**config.mk**
```make
export PLATFORM = sky130hd
export DESIGN_NAME = alu_op_sequencer
export DESIGN_NICKNAME = d
export VERILOG_FILES = /design/src/rtl/alu_op_sequencer.sv
export SDC_FILE = /design/constraint.sdc
export NUM_CORES = 1
export LEC_CHECK = 0
export ABC_AREA = 1
export CORE_AREA = 3 3 122 124
export DETAILED_ROUTE_END_ITERATION = 10
export DIE_AREA = 0 0 125 127
export HOLD_SLACK_MARGIN = 0.05
export PLACE_DENSITY = 0.8
export SLEW_MARGIN = 20
export SYNTH_ARGS = -nofsm -noshare
export SYNTH_HDL_FRONTEND = slang
export SYNTH_SLANG_ARGS = --single-unit
export TNS_END_PERCENT = 5
```
**constraint.sdc**
```tcl
create_clock -name clk -period 6 [get_ports clk]
set_input_delay 0.6 -clock clk [delete_from_list [all_inputs] [get_ports clk]]
set_output_delay 0.6 -clock clk [all_outputs]
set_load 0.05 [all_outputs]
```
**src/rtl/alu_op_sequencer.sv**
```systemverilog
// Issue sequencer for RV32I OP / OP-IMM instructions.
// Accepts one instruction at a time, reads operands from the register file,
// drives the FunctionUnit with A/B/FS, captures S and writes it back.
// The sequence is IDLE -> READ -> EXEC -> WB, or IDLE -> ERR for rejected words.
module alu_op_sequencer #(
  parameter int unsigned DATA_W = 32,
  parameter int unsigned REG_AW = 5
) (
  input  logic              clk,
  input  logic              rst,
  input  logic              instr_valid,
  output logic              instr_ready,
  input  logic [31:0]       instr,
  output logic [REG_AW-1:0] rf_raddr1,
  output logic [REG_AW-1:0] rf_raddr2,
  input  logic [DATA_W-1:0] rf_rdata1,
  input  logic [DATA_W-1:0] rf_rdata2,
  output logic [DATA_W-1:0] fu_a,
  output logic [DATA_W-1:0] fu_b,
  output logic [3:0]        fu_fs,
  input  logic [DATA_W-1:0] fu_s,
  output logic              rf_we,
  output logic [REG_AW-1:0] rf_waddr,
  output logic [DATA_W-1:0] rf_wdata,
  output logic              done,
  output logic              illegal
);

  localparam logic [6:0] OpcOp    = 7'b0110011;
  localparam logic [6:0] OpcOpImm = 7'b0010011;
  localparam logic [6:0] F7Zero   = 7'b0000000;
  localparam logic [6:0] F7Alt    = 7'b0100000;

  typedef enum logic [2:0] {StIdle, StRead, StExec, StWb, StErr} state_e;

  state_e              state_q, state_d;
  logic [31:0]         instr_q, instr_d;
  logic [REG_AW-1:0]   raddr1_q, raddr1_d;
  logic [REG_AW-1:0]   raddr2_q, raddr2_d;
  logic [DATA_W-1:0]   fu_a_q, fu_a_d;
  logic [DATA_W-1:0]   fu_b_q, fu_b_d;
  logic [3:0]          fu_fs_q, fu_fs_d;
  logic [DATA_W-1:0]   result_q, result_d;
  logic [REG_AW-1:0]   waddr_q, waddr_d;
  logic                we_q, we_d;
  logic                done_q, done_d;
  logic                illegal_q, illegal_d;
  logic                ready_q, ready_d;

  logic                dec_legal;
  logic                lat_is_imm;
  logic                lat_b0;
  logic [DATA_W-1:0]   lat_imm;

  // Legality check of the incoming word, evaluated while IDLE.
  always_comb begin
    dec_legal = 1'b0;
    if (instr[6:0] == OpcOp) begin
      dec_legal = (instr[31:25] == F7Zero) ||
                  ((instr[31:25] == F7Alt) &&
                   ((instr[14:12] == 3'b000) || (instr[14:12] == 3'b101)));
    end else if (instr[6:0] == OpcOpImm) begin
      unique case (instr[14:12])
        3'b001:  dec_legal = (instr[31:25] == F7Zero);
        3'b101:  dec_legal = (instr[31:25] == F7Zero) || (instr[31:25] == F7Alt);
        default: dec_legal = 1'b1;
      endcase
    end
  end

  // Operand/FS derivation from the latched instruction, consumed in READ.
  always_comb begin
    lat_is_imm = (instr_q[6:0] == OpcOpImm);
    lat_imm    = {{(DATA_W-12){instr_q[31]}}, instr_q[31:20]};
    // OP-IMM has no SUBI, so only the shift-right group takes instr[30].
    if (lat_is_imm) begin
      lat_b0 = (instr_q[14:12] == 3'b101) ? instr_q[30] : 1'b0;
    end else begin
      lat_b0 = instr_q[30];
    end
  end

  // Next-state and registered-output logic.
  always_comb begin
    state_d   = state_q;
    instr_d   = instr_q;
    raddr1_d  = raddr1_q;
    raddr2_d  = raddr2_q;
    fu_a_d    = fu_a_q;
    fu_b_d    = fu_b_q;
    fu_fs_d   = fu_fs_q;
    result_d  = result_q;
    waddr_d   = waddr_q;

    unique case (state_q)
      StIdle: begin
        if (instr_valid) begin
          instr_d = instr;
          if (dec_legal) begin
            state_d  = StRead;
            raddr1_d = instr[19:15];
            raddr2_d = instr[24:20];
          end else begin
            state_d = StErr;
          end
        end
      end
      StRead: begin
        fu_a_d  = rf_rdata1;
        fu_b_d  = lat_is_imm ? lat_imm : rf_rdata2;
        fu_fs_d = {instr_q[14:12], lat_b0};
        state_d = StExec;
      end
      StExec: begin
        result_d = fu_s;
        waddr_d  = instr_q[11:7];
        state_d  = StWb;
      end
      StWb:    state_d = StIdle;
      StErr:   state_d = StIdle;
      default: state_d = StIdle;
    endcase

    // Strobes are registered against the next state so they align with it.
    ready_d   = (state_d == StIdle);
    we_d      = (state_d == StWb) && (instr_q[11:7] != 5'd0);
    done_d    = (state_d == StWb);
    illegal_d = (state_d == StErr);
  end

  // State and output registers; reset abandons any instruction in flight.
  always_ff @(posedge clk or posedge rst) begin
    if (rst) begin
      state_q   <= StIdle;
      instr_q   <= '0;
      raddr1_q  <= '0;
      raddr2_q  <= '0;
      fu_a_q    <= '0;
      fu_b_q    <= '0;
      fu_fs_q   <= '0;
      result_q  <= '0;
      waddr_q   <= '0;
      we_q      <= 1'b0;
      done_q    <= 1'b0;
      illegal_q <= 1'b0;
      ready_q   <= 1'b1;
    end else begin
      state_q   <= state_d;
      instr_q   <= instr_d;
      raddr1_q  <= raddr1_d;
      raddr2_q  <= raddr2_d;
      fu_a_q    <= fu_a_d;
      fu_b_q    <= fu_b_d;
      fu_fs_q   <= fu_fs_d;
      result_q  <= result_d;
      waddr_q   <= waddr_d;
      we_q      <= we_d;
      done_q    <= done_d;
      illegal_q <= illegal_d;
      ready_q   <= ready_d;
    end
  end

  assign instr_ready = ready_q;
  assign rf_raddr1   = raddr1_q;
  assign rf_raddr2   = raddr2_q;
  assign fu_a        = fu_a_q;
  assign fu_b        = fu_b_q;
  assign fu_fs       = fu_fs_q;
  assign rf_we       = we_q;
  assign rf_waddr    = waddr_q;
  assign rf_wdata    = result_q;
  assign done        = done_q;
  assign illegal     = illegal_q;

endmodule

```
# Word level (Yosys, flattened, before mapping)
# Index checks and enable logic that the tools add are counted.
[op_classes] eq_ne=11 mux=9 reduce_logical=12
[ops] operator="32-bit two-way mux" n=1
[ops] operator="7-bit by 5-bit equality test with 1-bit output, second input constant" n=2
[ops] operator="7-bit by 6-bit equality test with 1-bit output, second input constant" n=2
[ops] operator="3-bit equality test, second input constant" n=3
[ops] operator="3-bit logical NOT" n=3
[ops] operator="3-bit one-hot mux with 3 select lines" n=1
[ops] operator="7-bit logical NOT" n=1
[ops] operator="3-bit by 1-bit equality test with 1-bit output, second input constant" n=2
[ops] operator="3-bit by 2-bit equality test with 1-bit output, second input constant" n=2
[ops] operator="3-bit two-way mux" n=2
[ops] operator="5-bit nonzero test" n=1
[ops] operator="1-bit two-way mux" n=4
[ops] operator="1-bit logical OR" n=3
[ops] operator="3-bit AND reduction" n=1
[ops] operator="1-bit logical AND" n=2
[ops] operator="1-bit one-hot mux with 2 select lines" n=1
[ops] operator="2-bit AND reduction" n=1
[totals] ff_bits=154 input_bits=131 wordCells=45

# Longest topological paths before layout
[logic_depth] word_depth=10 mapped_depth=9

# Least setup slack after synthesis
# No wires, ideal clock.
[synth_timing] path_kind="input port to flip-flop" start="input port instr[30]" end="register raddr1_q[0] (netlist: rf_raddr1[0])" setup_time_ns=0.066 t_arrival_ns=1.375 setup_slack_ns=4.560 path_stages=7 n_path_buf=1 cell_sequence="nor2_1 > nand3b_1 > nand3_1 > nor2_1 > buf_2 > nand3_1 > nand2_1"
[synth_between] elab_chain_cells=6 elab_cells_between_ends=9 classes_between="1 x eq/ne; 3 x mux; 5 x reduce/logical"
[synth_rtl] item="from (decl)" line_no="13" source="input logic [31:0] instr,"
[synth_rtl] item="7-bit by 6-bit equality test with 1-bit output / 7-bit logical NOT (equally long branches)"
[synth_rtl] item="1-bit logical OR" line_no="65" source="3'b101: dec_legal = (instr[31:25] == F7Zero) || (instr[31:25] == F7Alt);"
[synth_rtl] item="1-bit one-hot mux with 2 select lines" line_no="63" source="unique case (instr[14:12])"
[synth_rtl] item="1-bit two-way mux" line_no="62" source="end else if (instr[6:0] == OpcOpImm) begin"
[synth_rtl] item="1-bit two-way mux *" line_no="58" source="if (instr[6:0] == OpcOp) begin"
[synth_rtl] item="3-bit AND reduction (no line) *"
[synth_rtl] item="to (signal assigned)" line_no="150" source="raddr1_q <= raddr1_d;"
[synth_rtl] item="to (decl)" line_no="38" source="logic [REG_AW-1:0] raddr1_q, raddr1_d;"
# Mark *: on every way between the ends. The rest lies on a longest branch, timed or not.
# A chain may end at the register's enable or synchronous reset.

# Worst setup path in the final report
[layout_timing] start="register state_q[2]" end="register instr_q[11]"
[layout_between] elab_chain_cells=2
[layout_rtl] item="from (decl)" line_no="36" source="state_e state_q, state_d;"
[layout_rtl] item="from (signal assigned)" line_no="134" source="state_q <= StIdle;"
[layout_rtl] item="from (signal assigned)" line_no="148" source="state_q <= state_d;"
[layout_rtl] item="3-bit logical NOT" line_no="95" source="unique case (state_q)"
[layout_rtl] item="2-bit AND reduction (no line)"
[layout_rtl] item="to (signal assigned)" line_no="149" source="instr_q <= instr_d;"
[layout_rtl] item="to (decl)" line_no="37" source="logic [31:0] instr_q, instr_d;"
# No other way between the ends.

==> impl_metrics.tcl <==
set metrics [dict create \
    ys_seq_area_share_pct 62.30 \
    drcViolationCount 0 \
    netlist_instances 656 \
    critical_path_required_ns 6.29 \
    grt_pass1_wl_mm 27.10 \
    yosys_warnings 0 \
    hold_viol 0 \
    criticalPathCategory "flop to flop" \
    hold_ws_ns 0.4692 \
    min_period_ns 2.467 \
    p_switching_mw 2.682 \
    fmax_ghz 0.4054 \
    clock-root-buffer "clkbuf_16" \
    antenna_found_initial 1 \
    comb_power_share_pct 51.7 \
    vias_per_cell 4.753 \
    nNetsFinal 1026 \
    initial_core_util_pct 43.13 \
    globalplace.congestion 0.8373 \
    insertion_delay_ns 0.41 \
    p_sw_share_pct 46.21 \
    internal_power_mw 3.122 \
    dp_hpwl_mm 11.80 \
    drt_first_pass_iters 6 \
    utilization_pct 66.30 \
    min-delay-start "fu_a[25]$_DFFE_PP0P_" \
    setup.worst_path.start "state_q[2]$_DFF_PP0_" \
    ir_worst_vdd_uv 343.6 \
    drv_slew 0 \
    drv_cap 0 \
    drive_above_1_share_pct 4.846 \
    path_clk_slew_ns 0.06 \
    relSlewSlack_pct 31.33 \
    stdcell_count 1088 \
    grt_max_degree 114 \
    p_leak_nw 4.374 \
    track_usage_pct 21.37 \
    drt_iter0_drc 357 \
    cts_made_buffers 17 \
    core_area_sq_um 13880 \
    power_density_nw_per_um2 630.7 \
    dieArea_sq_um 15880 \
    dp_slack_ns 3.523 \
    die_y_um 127 \
    fp.dieW_um 125 \
    synth_cell_types 20 \
    syn_nets 787 \
    postRouteAntennaNets 0 \
    routed_wl_mm 16.53 \
    via_count 5171 \
    yosysTopAreaCell "dfrtp_1" \
    setup-violations-final 0 \
    htree_levels 4 \
    grt_pass1_vias 5323 \
    cts.path.max_buffers 2 \
    fin_crit_sh_pct 41.11 \
    crit_arrival_ns 2.76 \
    area_growth_syn_to_layout_pct 53.71 \
    synth_top_area_share_pct 61.86 \
    syn_area_per_cell_sq_um 9.127 \
    timing.rr.start "state_q[2]$_DFF_PP0_" \
    cp-end-kind "flop" \
    fin_setup_tns_ns 0 \
    cts_resized 0 \
    dp.cells 1056 \
    grt-ovfl-total 0 \
    ctsHoldBuffers 0 \
    ys_ff_latch 149 \
    outcome "finished clean" \
    crit_path_start_kind "flop" \
    std_cell_rows 43 \
    worstPathMaxFanout 29 \
    hold_path.class "flop to flop" \
    p_clk_share_pct 18.3 \
    io_buffers 249 \
    antenna_cells 0 \
    synth_area_sq_um 5987 \
    wire_per_inst_um 15.19 \
    ios 250 \
    synth.area.top_cells "dfrtp_1, nand2_1, nand3_1, mux2_1, o21a_1" \
    cts_setup_buffers 0 \
    clock-skew-final_ns 0.006880 \
    cts_tree "built" \
    grt_setup_unrepaired "false" \
    cts.sinks 149 \
    seqPwrFrac_pct 29.9 \
    fin_ws_ns 3.533 \
    tightest_slew_ns 1.030 \
]
==> area by class of cell <==
class	count	area (sq um)
Clock buffer	19	432.9
Clock inverter	13	157.7
Fill cell	1172	4678
Inverter	35	138.9
Multi-Input combinational cell	438	1988
Sequential cell	149	3730
Tap cell	180	225.2
Timing Repair Buffer	254	2530
==> power by group through the flow <==
stage,clock [mW],combinational (mW),sequential [mW]
after CTS,1.08,3.04,1.74
after global routing,1.13,3.19,1.80
after detailed placement,0,3.03,1.75
after global placement,0,2.99,1.73
final,1.06,3.00,1.74
after floorplan,0,0.681,3.02
==> critical path, stage by stage (launching register included) <==
cell     delay [ns]
dfrtp_1        0.44
nor3_2         0.64
nand2_1        0.52
buf_4          0.39
mux2_1         0.34
==> cells in the final DEF (no fill, tap or decap), drive strengths merged <==
cell and instances:
nand4 2, clkdlybuf4s50 249, nor3b 1, clkinvlp 4, nand3 36, inv 36
nor2 22, clkinv 5, nand2 291, mux2 16, bufinv 3, a21oi 16
nor3 5, o21ai 27, buf 5, dfrtp 148, o21a 21, dfstp 1
clkbuf 19, nand3b 1
==> cell families (layout without fill, tap and decap cells) <==
family	after synthesis	count (layout)	share of synthesized area (%)
AO/OA/AOI/OAI	64	64	6.228
multiplexers	16	16	3.009
flip-flops	149	149	62.30
buffers and inverters	69	321	4.598
AND/OR/NAND/NOR	358	358	23.87
==> synthesized netlist by cell type <==
master    count
nand3b_1      1
inv_1        31
nor2_1       22
o21a_1       21
clkbuf_1     21
o21ai_1      17
nand4_1       2
mux2_1       16
nor3_2        2
nor3_4        1
a21oi_1      16
nor3b_1       1
inv_2         4
nand2_1     291
dfstp_2       1
buf_2        13
o21ai_0      10
nor3_1        2
dfrtp_1     148
nand3_1      36
==> flip-flops by register name, summed over array words and instances, names as in the netlist <==
name and cells:
rf_waddr 5, state_q 3, fu_b 32, done 1
rf_raddr1 5, rf_wdata 32, instr_q 27, illegal 1
rf_raddr2 5, fu_a 32, rf_we 1, fu_fs 4
instr_ready 1
==> layer usage <==
layer | up-vias | global-route usage (%) | part of all wire, %
li1 | 2537 | - | -
met1 | 2399 | 25.86 | 41
met2 | 213 | 34.45 | 47
met3 | 20 | 9.699 | 11
met4 | 2 | 6.824 | 1.4
met5 | - | 0 | 0.079
==> stage by stage <==
stage	area, sq um	total power [mW]
floorplan	5987	3.702
finish	9203	5.804
CTS	9200	5.864
global route	9203	6.125
global placement	8610	4.720
detailed placement	8610	4.780
==> final timing paths <==
kind,to,slack (ns),depth (start not counted)
max,instr_q[11]$_DFFE_PP0P_,3.53,4
max reg2reg,instr_q[11]$_DFFE_PP0P_,3.53,4
min,fu_a[25]$_DFFE_PP0P_,0.47,2
max in group asynchronous,fu_b[5]$_DFFE_PP0P_,4.27,3
min in group asynchronous,fu_b[2]$_DFFE_PP0P_,0.74,2
min reg2reg,fu_a[25]$_DFFE_PP0P_,0.47,2
No activity file was read; power rests on OpenSTA's default activity.
